--- src/rtl/fu_issue_ctrl.sv ---
// Issue stage between the reservation station and NUM_FU function units:
// one-entry-per-cycle accept, registered issue bus, one-hot fu_valid pulse, per-FU busy tracking.

module fu_busy_bit (
  input  logic i_clk,
  input  logic i_rst,
  input  logic i_flush,
  input  logic i_issue,
  input  logic i_done,
  output logic o_busy
);
  // Issue wins over a same-cycle done so a back-to-back op keeps the FU busy.
  always_ff @(posedge i_clk) begin
    if (i_rst || i_flush) o_busy <= 1'b0;
    else if (i_issue)     o_busy <= 1'b1;
    else if (i_done)      o_busy <= 1'b0;
  end
endmodule

module fu_issue_ctrl #(
  parameter int               XLEN     = 32,
  parameter int               TAG_W    = 3,
  parameter int               CTRL_W   = 3,
  parameter int               NUM_FU   = 3,
  parameter int               FU_SEL_W = 2,
  parameter logic [NUM_FU-1:0] MC_MASK = 3'b110
) (
  input  logic                clk_i,
  input  logic                reset_i,
  input  logic                recover_en,
  input  logic                rs_valid,
  input  logic [FU_SEL_W-1:0] rs_fu_sel,
  input  logic [CTRL_W-1:0]   rs_alu_ctrl,
  input  logic [1:0]          rs_br_type,
  input  logic                rs_is_load,
  input  logic                rs_is_store,
  input  logic                rs_is_branch,
  input  logic [XLEN-1:0]     rs_vj,
  input  logic [XLEN-1:0]     rs_vk,
  input  logic [XLEN-1:0]     rs_store_data,
  input  logic [TAG_W-1:0]    rs_tag,
  output logic                rs_ready,
  input  logic [NUM_FU-1:0]   fu_ready,
  input  logic [NUM_FU-1:0]   fu_done,
  output logic [NUM_FU-1:0]   fu_valid,
  output logic [CTRL_W-1:0]   iss_alu_ctrl,
  output logic [1:0]          iss_br_type,
  output logic                iss_is_load,
  output logic                iss_is_store,
  output logic                iss_is_branch,
  output logic [XLEN-1:0]     iss_vj,
  output logic [XLEN-1:0]     iss_vk,
  output logic [XLEN-1:0]     iss_store_data,
  output logic [TAG_W-1:0]    iss_tag,
  output logic [NUM_FU-1:0]   fu_busy,
  output logic                illegal_sel
);
  typedef struct packed {
    logic [CTRL_W-1:0] alu_ctrl;
    logic [1:0]        br_type;
    logic              is_load;
    logic              is_store;
    logic              is_branch;
    logic [XLEN-1:0]   vj;
    logic [XLEN-1:0]   vk;
    logic [XLEN-1:0]   store_data;
    logic [TAG_W-1:0]  tag;
  } iss_t;

  logic [NUM_FU-1:0] w_sel_oh, w_blocked, w_issue;
  logic              w_sel_legal, w_accept;
  iss_t              w_rs, r_iss;

  // Out-of-range selects decode to all-zero, which doubles as the legality check.
  for (genvar i = 0; i < NUM_FU; i++) begin : g_dec
    assign w_sel_oh[i] = (rs_fu_sel == FU_SEL_W'(i));
  end
  assign w_sel_legal = |w_sel_oh;
  assign w_blocked   = fu_busy & ~fu_done;
  assign w_accept    = ~reset_i & rs_valid & ~recover_en &
                       (|(w_sel_oh & fu_ready & ~w_blocked));
  assign w_issue     = w_accept ? w_sel_oh : '0;
  assign rs_ready    = w_accept;

  assign w_rs = '{alu_ctrl: rs_alu_ctrl, br_type: rs_br_type, is_load: rs_is_load,
                  is_store: rs_is_store, is_branch: rs_is_branch, vj: rs_vj, vk: rs_vk,
                  store_data: rs_store_data, tag: rs_tag};

  always_ff @(posedge clk_i) begin
    if (reset_i || recover_en) begin
      fu_valid <= '0;
      r_iss    <= '0;
    end else begin
      fu_valid <= w_issue;
      if (w_accept) r_iss <= w_rs;
    end
  end

  always_ff @(posedge clk_i) begin
    if (reset_i) illegal_sel <= 1'b0;
    else         illegal_sel <= rs_valid & ~w_sel_legal;
  end

  for (genvar i = 0; i < NUM_FU; i++) begin : g_busy
    if (MC_MASK[i]) begin : g_mc
      fu_busy_bit u_busy (
        .i_clk  (clk_i),
        .i_rst  (reset_i),
        .i_flush(recover_en),
        .i_issue(w_issue[i]),
        .i_done (fu_done[i]),
        .o_busy (fu_busy[i])
      );
    end else begin : g_sc
      assign fu_busy[i] = 1'b0;
    end
  end

  assign iss_alu_ctrl   = r_iss.alu_ctrl;
  assign iss_br_type    = r_iss.br_type;
  assign iss_is_load    = r_iss.is_load;
  assign iss_is_store   = r_iss.is_store;
  assign iss_is_branch  = r_iss.is_branch;
  assign iss_vj         = r_iss.vj;
  assign iss_vk         = r_iss.vk;
  assign iss_store_data = r_iss.store_data;
  assign iss_tag        = r_iss.tag;
endmodule
--- config.mk ---
export PLATFORM = sky130hd
export DESIGN_NAME = fu_issue_ctrl
export DESIGN_NICKNAME = d
export VERILOG_FILES = /design/src/rtl/fu_issue_ctrl.sv
export SDC_FILE = /design/constraint.sdc
export NUM_CORES = 1
export LEC_CHECK = 0
export ABC_AREA = 1
export BUFFER_PORTS_ARGS = -buffer_cell sky130_fd_sc_hd__buf_2
export CAP_MARGIN = 0
export CELL_PAD_IN_SITES_DETAIL_PLACEMENT = 1
export CELL_PAD_IN_SITES_GLOBAL_PLACEMENT = 2
export CORE_ASPECT_RATIO = 0.6
export CORE_MARGIN = 4
export CORE_UTILIZATION = 24
export CTS_BUF_LIST = sky130_fd_sc_hd__clkbuf_4 sky130_fd_sc_hd__clkbuf_8
export DETAILED_ROUTE_END_ITERATION = 7
export PLACE_DENSITY_LB_ADDON = 0.1
export RECOVER_POWER = 25
export SLEW_MARGIN = 10
export SYNTH_ARGS = -nofsm -noshare
export SYNTH_HDL_FRONTEND = slang
export SYNTH_HIERARCHICAL = 1
export SYNTH_SLANG_ARGS = --single-unit
export TNS_END_PERCENT = 5
--- constraint.sdc ---
create_clock -name clk_i -period 1.6 [get_ports clk_i]
set_input_delay 0.16 -clock clk_i [delete_from_list [all_inputs] [get_ports clk_i]]
set_output_delay 0.16 -clock clk_i [all_outputs]
set_load 0.01 [all_outputs]
* Yosys cells after proc, flatten, opt, wreduce, memory -nomap -nowiden
Index checks and enable logic that the tools add are counted.
** Cells by class
- Reduce and logical (&&, ||, !) cells :: 7
- Equality and inequality tests :: 2
- Bitwise gates (word level) :: 13
- Multiplexer cells :: 5
** Operators with widths (number)
- 3-bit bitwise AND :: 3
- 3-bit NOT :: 2
- 3-bit OR reduction :: 2
- 1-bit bitwise AND :: 4
- 1-bit 2-to-1 mux :: 4
- 1-bit NOT :: 4
- 2-bit nonzero test :: 2
- 3-bit 2-to-1 mux :: 1
- 2-bit by 1-bit == test with 1-bit output (second input constant) :: 1
- 2-bit == test (second input constant) :: 1
- 2-bit logical NOT :: 1
- 2-bit OR reduction :: 1
- 1-bit logical OR :: 1
** Storage, ports and cells
- Register bits :: 113
- Output and inout bits :: 115

* Longest topological paths before layout
- Depth after elaboration :: 8
- Mapped depth :: 9
- Depth with buffers taken out :: 8

* By module
Netlist, hierarchy kept.
** Modules (own cells, without submodules)
- fu_issue_ctrl :: sequential area each 2222.1 µm², cells an instance 720, area an instance 4760.8 µm², instances 1
- fu_busy_bit :: sequential area each 20.0 µm², cells an instance 8, area an instance 51.3 µm², instances 2

* Least setup slack after synthesis
OpenSTA, ideal clock, no wires.
- Kind :: register to register
- Start :: reg g_busy[2].g_mc.u_busy.o_busy
- End :: reg g_busy[1].g_mc.u_busy.o_busy
- Path buffers :: 1
- Clock period less this slack :: 1.370 ns
- Stages on the path, launching flop included :: 9
- Arrival time :: 1.256 ns
- Data required time :: 1.486 ns
- Path slack :: 0.230 ns
- Setup time :: 0.114 ns
- Cell sequence :: dfxtp_1 -> nand2_1 -> nand3_1 -> nand3_2 -> nand2_1 -> clkbuf_1 -> nor2_1 -> inv_1 -> a21oi_2
** Between the ends
- Cells in the longest elaborated chain, start to end :: 7
- Elaborated cells on any way between the ends :: 8
** Ends and longest elaborated chain
- start: declaration :: line 10 : output logic o_busy
- start signal: assignment :: line 14 : if (i_rst || i_flush) o_busy <= 1'b0;
- start signal: assignment :: line 15 : else if (i_issue) o_busy <= 1'b1;
- start signal: assignment :: line 16 : else if (i_done) o_busy <= 1'b0;
- 3-bit bitwise AND (*) :: line 79 : assign w_blocked = fu_busy & ~fu_done;
- 3-bit NOT (*) :: line 81 : (|(w_sel_oh & fu_ready & ~w_blocked));
- 3-bit bitwise AND (*) :: line 81
- 3-bit OR reduction (*) :: line 81
- 1-bit bitwise AND (*) :: line 80 : assign w_accept = ~reset_i & rs_valid & ~recover_en &
- 3-bit 2-to-1 mux (*) :: line 82 : assign w_issue = w_accept ? w_sel_oh : '0;
- named net w_issue[1] :: line 70 : logic [NUM_FU-1:0] w_sel_oh, w_blocked, w_issue;
- 1-bit 2-to-1 mux / 2-bit nonzero test (equally long branches)
- end signal: assignment :: line 14
- end signal: assignment :: line 15
- end signal: assignment :: line 16
- end: declaration :: line 10
Mark *: on every way through the listed nets, which the timed path passes. The rest lies on a longest branch.
A chain may end at the register's enable or synchronous reset.

* Final worst setup path
- Start :: reg g_busy[1].g_mc.u_busy.o_busy
- End :: out rs_ready
** Between the ends
- Cells in the longest elaborated chain, start to end :: 5
** Ends and longest elaborated chain
- 3-bit bitwise AND :: line 79
- 3-bit NOT :: line 81
- 3-bit bitwise AND :: line 81
- 3-bit OR reduction :: line 81
- 1-bit bitwise AND :: line 80
- end: declaration :: line 42 : output logic rs_ready,
No other way between the ends.

==> results.tsv <==
stage	metric	value	unit
global_routing	GR Layer Usage met3	6.35	%
outcome	status	finished, final reports clean	
power	Comb pwr share	12.6	%
synth	synth warn	6	
route	Routed WL	18.7	mm
synth	post-synth top area cell	dfxtp_1	
global_routing	GRT Overall Usage	16.8	%
global_routing	Global Route met1 Usage	21.4	%
place	Post-Place Worst Slack	0.176	ns
synth	Synth Register Bits	113	
synth	Post-synth EDFFs	0	
floorplan	chip height	118	um
setup_path	Reg2Reg Launch Point	g_busy[1].g_mc.u_busy/o_busy	
run	Max Cap Violations	0	
timing	RSZ-0062 raised after global routing	no	
synth	Main synth FF type	dfxtp_1	
global_routing	GRT busiest layer	met2	
synth	sequential share of the synthesized area	46.5	%
global_routing	GR Util met2	26.4	%
timing	Slew HR	61.5	%
power	Int Pwr	5.02	mW
synth	most common library cells after synthesis	nand2_1 (222), inv_1 (123), nor2_1 (114)	
clock_network	total CTS buffers	17	
clock_network	CTS tree	yes	
power	highest ir drop seen on vdd	0.400	mV
setup_path	worst reg2reg setup slack	0.20	ns
timing	post-layout minimum cycle time	1.45	ns
setup_path	Crit. Startpoint	g_busy[1].g_mc.u_busy/o_busy	
global_routing	first-pass GRT wire length	30.2	mm
setup_path	CP Max Fanout	3	
clock_network	CTS Sinks	113	
timing	Final WS setup	0.149	ns
global_routing	largest net degree at the start of global routing	108	
floorplan	Die W	192	um
route	via count	5497	
floorplan	core area	20000	um2
synth	Synth cell types	16	
setup_path	CP Class	reg -> out	
floorplan	DIE AREA	22700	um2
route	drt via density	4.05	
timing	Final Hold Fails	0	
route	Pre-Repair DR Iteration Count	4	
synth	syn nets	855	
synth	Synth top area share	46.5	%
setup_path	type of origin of the critical path	flip-flop	
route	DR iter-0 viols	180	
power	switch share	24.5	%
timing	Max Clk Rate	689	MHz
timing	Setup Skew	0.00667	ns
final_layout	share of layout cells above drive strength 1	21.9	%
timing	setup violators final	0	
power	Seq pwr share	43.6	%
final_layout	Area Growth Syn to Fin	62.4	%
synth	Synth Instances	736	
timing	Final period util	90.7	%
floorplan	Site Rows	40	
clock_network	clk root buf	clkbuf_8	
setup_path	crit path capture type	output pin	
global_routing	vias in the first global route	5719	
clock_network	clock transition at the registers of the reported paths	0.07	ns
place	Post-DP HPWL	11.9	mm
clock_network	clock latency at the later pin of the worst-skew pair	0.44	ns
setup_path	Arrival @ worst endpoint	1.29	ns
final_layout	# fillers	2546	
final_layout	fin nets	1190	
timing	Worst-Margin Slew	0.578	ns
synth	Synth async-reset ratio	0	%
clock_network	clk buf depth	2	
power	P_sw	1.63	mW
route	Residual DRC	0	
timing	Fin Setup TNS	0	ns
hold_path	Hold Crit Class	in -> reg	
route	DRT antenna net count	0	
global_routing	overflow left after global routing	0	
power	power per cell area	842	nW/um2
power	Clk pwr share	43.8	%
floorplan	# IOs	234	
global_routing	initial antenna violation count	0	
synth	Mapped Area	4860	um2
synth	mean area per synthesized cell	6.61	um2
setup_path	CP required	1.44	ns
clock_network	H-tree Lvls	4	
synth	count leader, synth	nand2_1	
place	I/O Buffers	231	
final_layout	antenna cells	0	
route	wire per inst	13.8	um
timing	final-report max-slew violation count	0	
floorplan	initial core utilization	24.4	%
place	RD Place Congestion	0.698	
hold_path	hold path startpoint	rs_fu_sel[1]	
power	Leak	3.77	nW
synth	top cells by area, synth	dfxtp_1 (47%), nand2_1 (17%), nand3_1 (11%)	
## path summary, 6_finish.rpt
kind,cells after the start,end
min,3,illegal_sel
max,6,rs_ready
min reg2reg,2,g_busy[2].g_mc.u_busy/o_busy
max reg2reg,8,iss_store_data[12]
## power by group through the flow
| stage | clock, mW | sequential, mW | combinational [mW] |
|---|---|---|---|
| floorplan | 0 | 2.99 | 0.254 |
| global placement | 0 | 2.96 | 0.617 |
| detailed placement | 0 | 2.96 | 0.617 |
| CTS | 3.05 | 2.90 | 0.851 |
| global route | 3.18 | 2.90 | 0.929 |
| finish | 2.91 | 2.90 | 0.839 |
## through the flow
step                util, %  instances  power [mW]  instance area, um2  hold WS, ns
finish                 39.6       1357        6.65                7900       0.0501
global placement       31.8       1208        3.58                6350        0.387
global route           39.6       1357        7.02                7900       0.0309
detailed placement     31.8       1208        3.58                6350        0.388
CTS                    39.9       1358        6.80                7960      0.00476
floorplan                 -        736        3.24                4860        0.239
## per-layer routing
metal  wire length, um  part of all wire (%)
met1              8850                    47
met2              8190                    44
met3              1410                   7.5
met4               268                   1.4
met5                 0                     0
## flip-flops by register name (all words and copies together) (netlist names)
register / flops
iss_is_store: 1
iss_tag: 3
g_busy.g_mc.u_busy/o_busy: 2
illegal_sel: 1
iss_is_branch: 1
fu_valid: 3
iss_store_data: 32
iss_br_type: 2
iss_alu_ctrl: 3
iss_vk: 32
iss_vj: 32
iss_is_load: 1
## cell type report
cell class / instances / area, um2 / area share, %
repair buffers: 363 / 2490 / 31.6
flip-flops and latches: 113 / 2260 / 28.7
multi-input cells: 453 / 1910 / 24.2
inverters: 123 / 462 / 5.84
clock buffers: 28 / 354 / 4.48
well taps: 273 / 342 / 4.32
clock inverters: 4 / 70.1 / 0.887
## placed cells by master, fill, tap and decap left out, types with 8 or more instances in the layout
master         count
buf_12            10
buf_2            175
buf_4              8
clkbuf_1          55
clkbuf_8          23
dfxtp_1          111
dlygate4sd3_1    115
inv_1            122
nand2_1          220
nand3_1          108
nor2_1           114
## cells by family after synthesis
group | count (synthesis) | share of synthesized area, %
flip-flops | 113 | 46.5
AND/OR/NAND/NOR | 450 | 38.1
other | 1 | 0.0771
AO/OA/AOI/OAI | 2 | 0.360
buffers and inverters | 170 | 14.9
## worst max-delay path, cell delays in order (launching register included)
cell	delay [ns]
dfxtp_2	0.33
nand2_2	0.07
nand3_2	0.09
nand3_4	0.12
nand2_8	0.07
inv_1	0.05
buf_2	0.12
## repair_timing
action / 4_1_cts / 5_1_grt
pin swaps: 1 / 3
hold buffers: 115 / 0
endpoints found under the setup margin: 1 / 2
gates resized for setup: 2 / 5
setup buffers: 3 / 0
endpoints found under the hold margin: 113 / 0
Power figures use the tool's default switching activity.
